--- src/rtl/life_game_scheduler_pkg.sv ---
// Shared constants, state encoding and speed-to-period helper for the
// Game of Life generation scheduler.
package life_game_scheduler_pkg;

  localparam int MAX_LEVEL     = 7;
  localparam int DEFAULT_LEVEL = 3;

  typedef enum logic [1:0] {
    PAUSED = 2'd0,
    RUN    = 2'd1,
    ARMED  = 2'd2,
    STEP   = 2'd3
  } sched_state_e;

  typedef logic [MAX_LEVEL:0] frame_cnt_t;

  // Bit positions inside the rising-edge detector vector
  localparam int E_RUN    = 0;
  localparam int E_STEP   = 1;
  localparam int E_FASTER = 2;
  localparam int E_SLOWER = 3;
  localparam int E_EDIT   = 4;

  // Terminal frame count for a level: 2^(MAX_LEVEL - level) - 1
  function automatic frame_cnt_t period_m1(input logic [2:0] level);
    frame_cnt_t p;
    p = frame_cnt_t'(1);
    p = p << (3'(MAX_LEVEL) - level);
    return p - frame_cnt_t'(1);
  endfunction

endpackage

--- src/rtl/rise_edge_detect.sv ---
// Vector rising-edge detector; history is cleared by reset so an input held
// high through reset produces one edge right after release.
module rise_edge_detect #(
  parameter int WIDTH = 5
) (
  input  logic             clock,
  input  logic             reset,
  input  logic [WIDTH-1:0] sig_i,
  output logic [WIDTH-1:0] rise_o
);

  logic [WIDTH-1:0] hist_q;

  always_ff @(posedge clock) begin
    if (reset) hist_q <= '0;
    else       hist_q <= sig_i;
  end

  assign rise_o = sig_i & ~hist_q;

endmodule

--- src/rtl/life_game_scheduler.sv ---
// Generation scheduler and edit arbiter: issues step pulses inside vertical
// blanking and never lets a step and a cell edit share a cycle.
module life_game_scheduler
  import life_game_scheduler_pkg::*;
#(
  parameter int GEN_WIDTH = 16
) (
  input  logic                 clock,
  input  logic                 reset,
  input  logic                 btn_run,
  input  logic                 btn_step,
  input  logic                 btn_faster,
  input  logic                 btn_slower,
  input  logic                 frame_start,
  input  logic                 edit_req,
  output logic                 step_enable,
  output logic                 edit_grant,
  output logic                 running,
  output logic [2:0]           speed_level,
  output logic [GEN_WIDTH-1:0] generation_count
);

  logic [4:0] rise;

  sched_state_e         state_q, state_d;
  sched_state_e         ret_q, ret_d;
  frame_cnt_t           frame_cnt_q, frame_cnt_d;
  logic [2:0]           level_q, level_d;
  logic [GEN_WIDTH-1:0] gen_q, gen_d;
  logic                 step_q, step_d;
  logic                 grant_q, grant_d;
  logic                 running_q, running_d;

  rise_edge_detect #(.WIDTH(5)) u_edges (
    .clock  (clock),
    .reset  (reset),
    .sig_i  ({edit_req, btn_slower, btn_faster, btn_step, btn_run}),
    .rise_o (rise)
  );

  always_comb begin
    state_d     = state_q;
    ret_d       = ret_q;
    frame_cnt_d = frame_cnt_q;
    level_d     = level_q;
    gen_d       = gen_q;
    step_d      = 1'b0;
    grant_d     = rise[E_EDIT];

    if (rise[E_FASTER] && !rise[E_SLOWER] && level_q != 3'(MAX_LEVEL))
      level_d = level_q + 3'd1;
    else if (rise[E_SLOWER] && !rise[E_FASTER] && level_q != 3'd0)
      level_d = level_q - 3'd1;

    case (state_q)
      PAUSED: begin
        if (rise[E_RUN]) begin
          state_d     = RUN;
          frame_cnt_d = '0;
        end else if (rise[E_STEP]) begin
          state_d = ARMED;
          ret_d   = PAUSED;
        end
      end
      RUN: begin
        if (rise[E_RUN]) begin
          state_d = PAUSED;
        end else if (frame_start) begin
          // >= so a speed-up past the current count still fires next frame
          if (frame_cnt_q >= period_m1(level_q)) begin
            frame_cnt_d = '0;
            state_d     = STEP;
            ret_d       = RUN;
          end else begin
            frame_cnt_d = frame_cnt_q + frame_cnt_t'(1);
          end
        end
      end
      ARMED: begin
        if (frame_start) state_d = STEP;
      end
      STEP: begin
        if (!rise[E_EDIT]) begin
          step_d  = 1'b1;
          gen_d   = gen_q + GEN_WIDTH'(1);
          state_d = ret_q;
        end
      end
      default: state_d = PAUSED;
    endcase

    running_d = (state_d == RUN);
  end

  always_ff @(posedge clock) begin
    if (reset) begin
      state_q     <= PAUSED;
      ret_q       <= PAUSED;
      frame_cnt_q <= '0;
      level_q     <= 3'(DEFAULT_LEVEL);
      gen_q       <= '0;
      step_q      <= 1'b0;
      grant_q     <= 1'b0;
      running_q   <= 1'b0;
    end else begin
      state_q     <= state_d;
      ret_q       <= ret_d;
      frame_cnt_q <= frame_cnt_d;
      level_q     <= level_d;
      gen_q       <= gen_d;
      step_q      <= step_d;
      grant_q     <= grant_d;
      running_q   <= running_d;
    end
  end

  assign step_enable      = step_q;
  assign edit_grant       = grant_q;
  assign running          = running_q;
  assign speed_level      = level_q;
  assign generation_count = gen_q;

endmodule

--- config.mk ---
export PLATFORM = sky130hd
export DESIGN_NAME = life_game_scheduler
export DESIGN_NICKNAME = d
export VERILOG_FILES = /design/src/rtl/life_game_scheduler_pkg.sv /design/src/rtl/rise_edge_detect.sv /design/src/rtl/life_game_scheduler.sv
export SDC_FILE = /design/constraint.sdc
export NUM_CORES = 1
export LEC_CHECK = 0
export ABC_CLOCK_PERIOD_IN_PS = 4700
export CORE_MARGIN = 5
export CORE_UTILIZATION = 35
export CTS_BUF_LIST = sky130_fd_sc_hd__clkbuf_4 sky130_fd_sc_hd__clkbuf_8
export CTS_CLUSTER_DIAMETER = 200
export DETAILED_ROUTE_END_ITERATION = 16
export DONT_BUFFER_PORTS = 1
export GPL_TIMING_DRIVEN = 1
export HOLD_SLACK_MARGIN = 0.08
export SYNTH_ARGS = -nofsm -noshare
export SYNTH_HDL_FRONTEND = slang
export SYNTH_SLANG_ARGS = --single-unit
--- constraint.sdc ---
create_clock -name clock -period 4.7 [get_ports clock]
set_input_delay 0.47 -clock clock [delete_from_list [all_inputs] [get_ports clock]]
set_output_delay 0.47 -clock clock [all_outputs]
set_load 0.02 [all_outputs]
## After elaboration in Yosys (flattened, before gate mapping)

Index checks and enable logic that the tools add are counted.

| word-level totals | value |
|---|---|
| bits in registers | 39 |
| bits in latches | 0 |
| bits in writable memories | 0 |
| ROM bits | 0 |
| input bits | 8 |
| output and inout bits | 22 |
| logic and storage cells | 68 |
| memories | 0 |

| operators by class | value |
|---|---|
| add/sub/neg operators | 6 |
| $mul | 0 |
| div/mod/pow operators | 0 |
| magnitude comparators | 1 |
| eq/ne operators | 11 |
| shift-type cells | 1 |
| mux-type cells | 22 |
| bitwise operators | 4 |
| reductions and logical operators | 14 |

Operators with widths:

| operator | number |
|---|---|
| $mux 8 | 4 |
| $mux 2 | 12 |
| $add 16x1->16 const B | 1 |
| $pmux 8 s2 | 1 |
| $ne 2x2->1 const B | 6 |
| $add 8x1->8 const B | 1 |
| $ge 8x8->1 | 1 |
| $pmux 2 s4 | 1 |
| $shl 1x3->8 const A | 1 |
| $sub 8x1->8 const B | 1 |
| $mux 3 | 2 |
| $reduce_and 6->1 | 1 |
| $and 5x5->5 | 1 |
| $not 5->5 | 1 |
| $eq 2x1->1 const B | 2 |
| $eq 2x2->1 const B | 2 |
| $logic_and 1x1->1 | 4 |
| $pmux 2 s2 | 1 |
| $reduce_and 4->1 | 1 |
| $reduce_bool 2->1 | 2 |
| $add 3x1->3 const B | 1 |
| $ne 3x3->1 const B | 1 |
| $reduce_bool 3->1 | 1 |
| $sub 3x1->3 const B | 1 |
| 7 further kinds | 9 |

## Logic depth before layout (Yosys ltp)

| depth | value |
|---|---|
| word-level depth | 9 |
| depth in mapped cells | 13 |
| mapped depth without buffers | 12 |

## By module

From an unflattened synthesis, not the netlist that was laid out.

| unflattened totals | value |
|---|---|
| cells, all modules | 251 |
| area total of the unflattened synthesis | 2,078.2 µm² |

Modules (own cells, without submodules):

| module | times used | cells each | area each (µm²) | seq. area each (µm²) |
|---|---|---|---|---|
| life_game_scheduler | 1 | 236 | 1,915.6 | 660.6 |
| rise_edge_detect | 1 | 15 | 162.7 | 100.1 |

## Least setup slack after synthesis

OpenSTA, ideal clock, no wires.

| timing path | value |
|---|---|
| kind | reg2reg |
| from | register level_q[0], in the netlist speed_level[0] |
| to | register frame_cnt_q[2] |
| setup time | 0.117 ns |
| arrival time | 2.787 ns |
| required time | 4.583 ns |
| path slack | 1.796 ns |
| cell stages (with the launch flop) | 14 |
| buffers on the path | 1 |
| clock period less this slack | 2.904 ns |
| path through | dfxtp_1 clkbuf_1 nand3_1 ha_1 inv_1 nand2_1 o21ai_0 a21oi_1 ha_1 nand2_1 a211o_1 o2111ai_4 o22ai_1 a22o_1 |

| between the ends | value |
|---|---|
| cells in the longest elaborated chain, start to end | 8 |

RTL lines:

| what | line | RTL |
|---|---|---|
| start: declaration | life_game_scheduler.sv:28 | `logic [2:0] level_q, level_d;` |
| start signal: assignment | life_game_scheduler.sv:100 | `level_q <= 3'(DEFAULT_LEVEL);` |
| start signal: assignment | life_game_scheduler.sv:109 | `level_q <= level_d;` |
| $sub 3x3->3 | life_game_scheduler_pkg.sv:28 | `p = p << (3'(MAX_LEVEL) - level);` |
| $shl 1x3->8 | life_game_scheduler_pkg.sv:28 |  |
| $sub 8x1->8 | life_game_scheduler_pkg.sv:29 | `return p - frame_cnt_t'(1);` |
| $ge 8x8->1 | life_game_scheduler.sv:70 | `if (frame_cnt_q >= period_m1(level_q)) begin` |
| $mux 8 | life_game_scheduler.sv:70 |  |
| $mux 8 | life_game_scheduler.sv:68 | `end else if (frame_start) begin` |
| $mux 8 | life_game_scheduler.sv:66 | `if (rise[E_RUN]) begin` |
| $pmux 8 s2 | life_game_scheduler.sv:55 | `case (state_q)` |
| end signal: assignment | life_game_scheduler.sv:108 | `frame_cnt_q <= frame_cnt_d;` |
| end: declaration | life_game_scheduler.sv:27 | `frame_cnt_t frame_cnt_q, frame_cnt_d;` |

No other way between the ends. The select of a mux whose other input is x is not followed.
A chain may end at the register's enable or synchronous reset.

## Worst setup path after layout

| timing path | value |
|---|---|
| from | register level_q[2], in the netlist speed_level[2] |
| to | register frame_cnt_q[2] |

Same word-level chain as after synthesis.

==> impl_metrics.tcl <==
set metrics [dict create \
    hold_buffers 0 \
    ys_top_cells_by_area "dfxtp_1 (37%), ha_1 (6.7%), nor2_1 (4.4%)" \
    cp-end-kind "flop" \
    p_comb_share_pct 13.5 \
    synth_area_sq_um 2040 \
    drc 0 \
    finish.utilization_pct 38.8 \
    ys_types 52 \
    swShare_pct 28.0 \
    route.antenna.remaining_nets 0 \
    drive_above_1_share_pct 8.37 \
    startpoint_type "flop" \
    first_iter_violations 67 \
    grt_pass1_wl_um 6540 \
    gp_congestion 0.758 \
    hold_viol 0 \
    clkPwrFrac_pct 33.9 \
    yosys.area.top_type "dfxtp_1" \
    rsz0062_at_grt "false" \
    grt_antenna_before_repair 0 \
    seq_power_share_pct 52.5 \
    tightest_slew_ns 0.563 \
    ys_warn_count 0 \
    numCtsBuffers 5 \
    final.period_utilization_pct 66.2 \
    grt_overflow 0 \
    synth_enable_flop_cells 0 \
    status "complete, no violations" \
    setup_tns_ns 0 \
    die_area_sq_um 7460 \
    antenna_cells 0 \
    crit_buf_inv 1 \
    core_region_area_sq_um 5570 \
    arrival_ns 3.29 \
    via_count 1537 \
    fmax_mhz 321 \
    total_power_mw 0.687 \
    met3_usage_pct 3.80 \
    synthCells 230 \
    ys.flop_type "dfxtp_1" \
    drt_pre_antenna_iters 4 \
    maxSlewHeadroom_pct 62.4 \
    syn2layout_area_growth_pct 5.82 \
    cts-htree-levels 2 \
    clockBufferDepth 2 \
    path_cells "nand3_1 -> ha_1 -> inv_1 -> nand2_1 -> o21ai_0 -> a21oi_1 -> ha_1 -> nand2_1 -> a211o_1 -> o2111ai_4 -> o22ai_1 -> a22o_1" \
    cts_sinks 38 \
    cp_top_family "compound AO/OA/AOI/OAI gates" \
    critical_path_class "reg -> reg" \
    p_int_mw 0.495 \
    required_ns 4.88 \
    io-pin-count 30 \
    die_y_um 86.4 \
    worst_hold_path_type "in -> reg" \
    clockRootBuffer "clkbuf_8" \
    synth_top_area_share_pct 37.3 \
    ir_drop_mv 0.144 \
    maxCapViolCount 0 \
    grt_busiest_layer "met2" \
    wl_um 3880 \
    yosysSeqAreaShare_pct 37.3 \
    grt_usage_pct 10.9 \
    cts_resized 0 \
    crit_fanout 13 \
    ff2ff_setup_slack_ns 1.59 \
    core.rowCount 27 \
    tritoncts "done" \
    post_drt_wl_per_cell_um 13.0 \
    grt_max_degree 32 \
    hpwlAfterDp_um 2850 \
    net-switching-power_mw 0.192 \
    grt_use_met2_pct 15.7 \
    synthArstFlopShare_pct 0 \
    clock_latency_ns 0.28 \
    power_density_nw_per_um2 318 \
    slowest_stage "dfxtp_1" \
    die_w_um 86.4 \
    final_nets 246 \
    post_cts_buffers 0 \
    grt_pass1_vias 1380 \
    synth_seq_cells 38 \
    critPathMaxStageDelay_ns 0.67 \
    start_util_pct 36.6 \
    fin_worst_skew_ns 0.00754 \
    fin_crit_ns 3.11 \
    p_leak_nw 0.778 \
    io_buffer_count 0 \
    avgViaCountPerCell 5.14 \
    clkSlewWorstSetupHoldPaths_ns 0.08 \
    setup_viol 0 \
    use_met1_pct 15.0 \
    slew_violations 0 \
    syn_nets 250 \
    avgSynthCellArea_sq_um 8.88 \
]
[layer usage]
layer,vias up,part of all wire [%]
met5,-,0
met1,686,52
met2,35,40
met4,0,1.0
li1,811,-
met3,5,6.4
[layout make-up]
cell class,count,area [sq um]
fill,564,3410
multi-input combinational,176,1200
sequential,38,761
tap,72,90.1
clock buffer,6,82.6
inverter,5,18.8
clock inverter,2,12.5
[cells in the mapped netlist, types with 2 or more instances]
library cell,n
a211oi_1,3
a21oi_1,10
a22o_1,4
a31oi_1,3
a41oi_1,2
and2_1,3
and3_1,4
buf_6,2
clkbuf_1,6
dfxtp_1,38
ha_1,11
inv_1,5
mux2i_1,3
nand2_1,20
nand2b_1,4
nand3_1,9
nand3b_1,2
nand4_1,4
nor2_1,24
nor2b_1,11
nor3_1,4
nor4_1,2
o21ai_0,9
o22ai_1,4
or3_1,4
xnor2_1,10
xor2_1,4
[stage by stage]
stage | setup WS, ns | area [sq um] | instances | hold WS, ns
2_1_floorplan | 1.80 | 2040 | 230 | 0.383
4_1_cts | 1.56 | 2160 | 299 | 0.241
3_5_place_dp | 1.57 | 2070 | 291 | 0.401
3_3_place_gp | 1.62 | 2070 | 291 | 0.397
6_report | 1.59 | 2160 | 299 | 0.254
5_1_grt | 1.33 | 2160 | 299 | 0.232
[power by group through the flow]
stage               Clock, mW  Combinational, mW  Sequential (mW)
CTS                     0.240             0.0937            0.361
detailed placement          0             0.0934            0.369
global route            0.256              0.107            0.364
finish                  0.233             0.0930            0.361
global placement            0             0.0923            0.369
floorplan                   0              0.100            0.354
[cells in the final DEF, fill, tap and decap left out, types with 5 or more instances in the layout]
master    instances
dfxtp_1          38
nor2_1           24
nand2_1          20
nor2b_1          11
ha_1             11
xnor2_1          10
a21oi_1          10
nand3_1           9
o21ai_0           9
clkbuf_8          6
inv_1             5
[logic make-up (layout without fill, tap and decap cells)]
kind of cell | after synthesis | in the layout | share of synthesized area [%]
flip-flops | 38 | 38 | 37.3
buffers and inverters | 16 | 13 | 4.17
adder cells (fa/ha/maj) | 12 | 12 | 7.72
AO/OA/AOI/OAI | 46 | 46 | 16.8
XOR/XNOR | 14 | 14 | 6.00
other | 1 | 1 | 0.184
AND/OR/NAND/NOR | 99 | 99 | 25.9
multiplexers | 4 | 4 | 2.02
[registers in the layout, indices dropped and copies added (netlist names)]
| register | flops |
|---|---|
| running | 1 |
| edit_grant | 1 |
| speed_level | 3 |
| state_q | 2 |
| step_enable | 1 |
| u_edges.hist_q | 5 |
| generation_count | 16 |
| frame_cnt_q | 8 |
| ret_q | 1 |
[worst register-to-register path: stages, from the launching register on]
cell       delay [ns]
dfxtp_1          0.67
nand3_1          0.25
ha_1             0.33
inv_1            0.09
nand2_1          0.07
o21ai_0          0.17
a21oi_1          0.09
ha_1             0.30
nand2_1          0.05
a211o_1          0.31
o2111ai_4        0.31
o22ai_1          0.14
a22o_1           0.24
[path summary, 6_finish.rpt]
path / startpoint / end / depth (start not counted)
worst min register to register: u_edges.hist_q[4] / edit_grant / 1
worst min-delay path: reset / u_edges.hist_q[1] / 1
worst max-delay path: speed_level[2] / frame_cnt_q[2] / 12
worst max register to register: speed_level[2] / frame_cnt_q[2] / 12
Note: power is estimated with default switching activity, not from simulation.
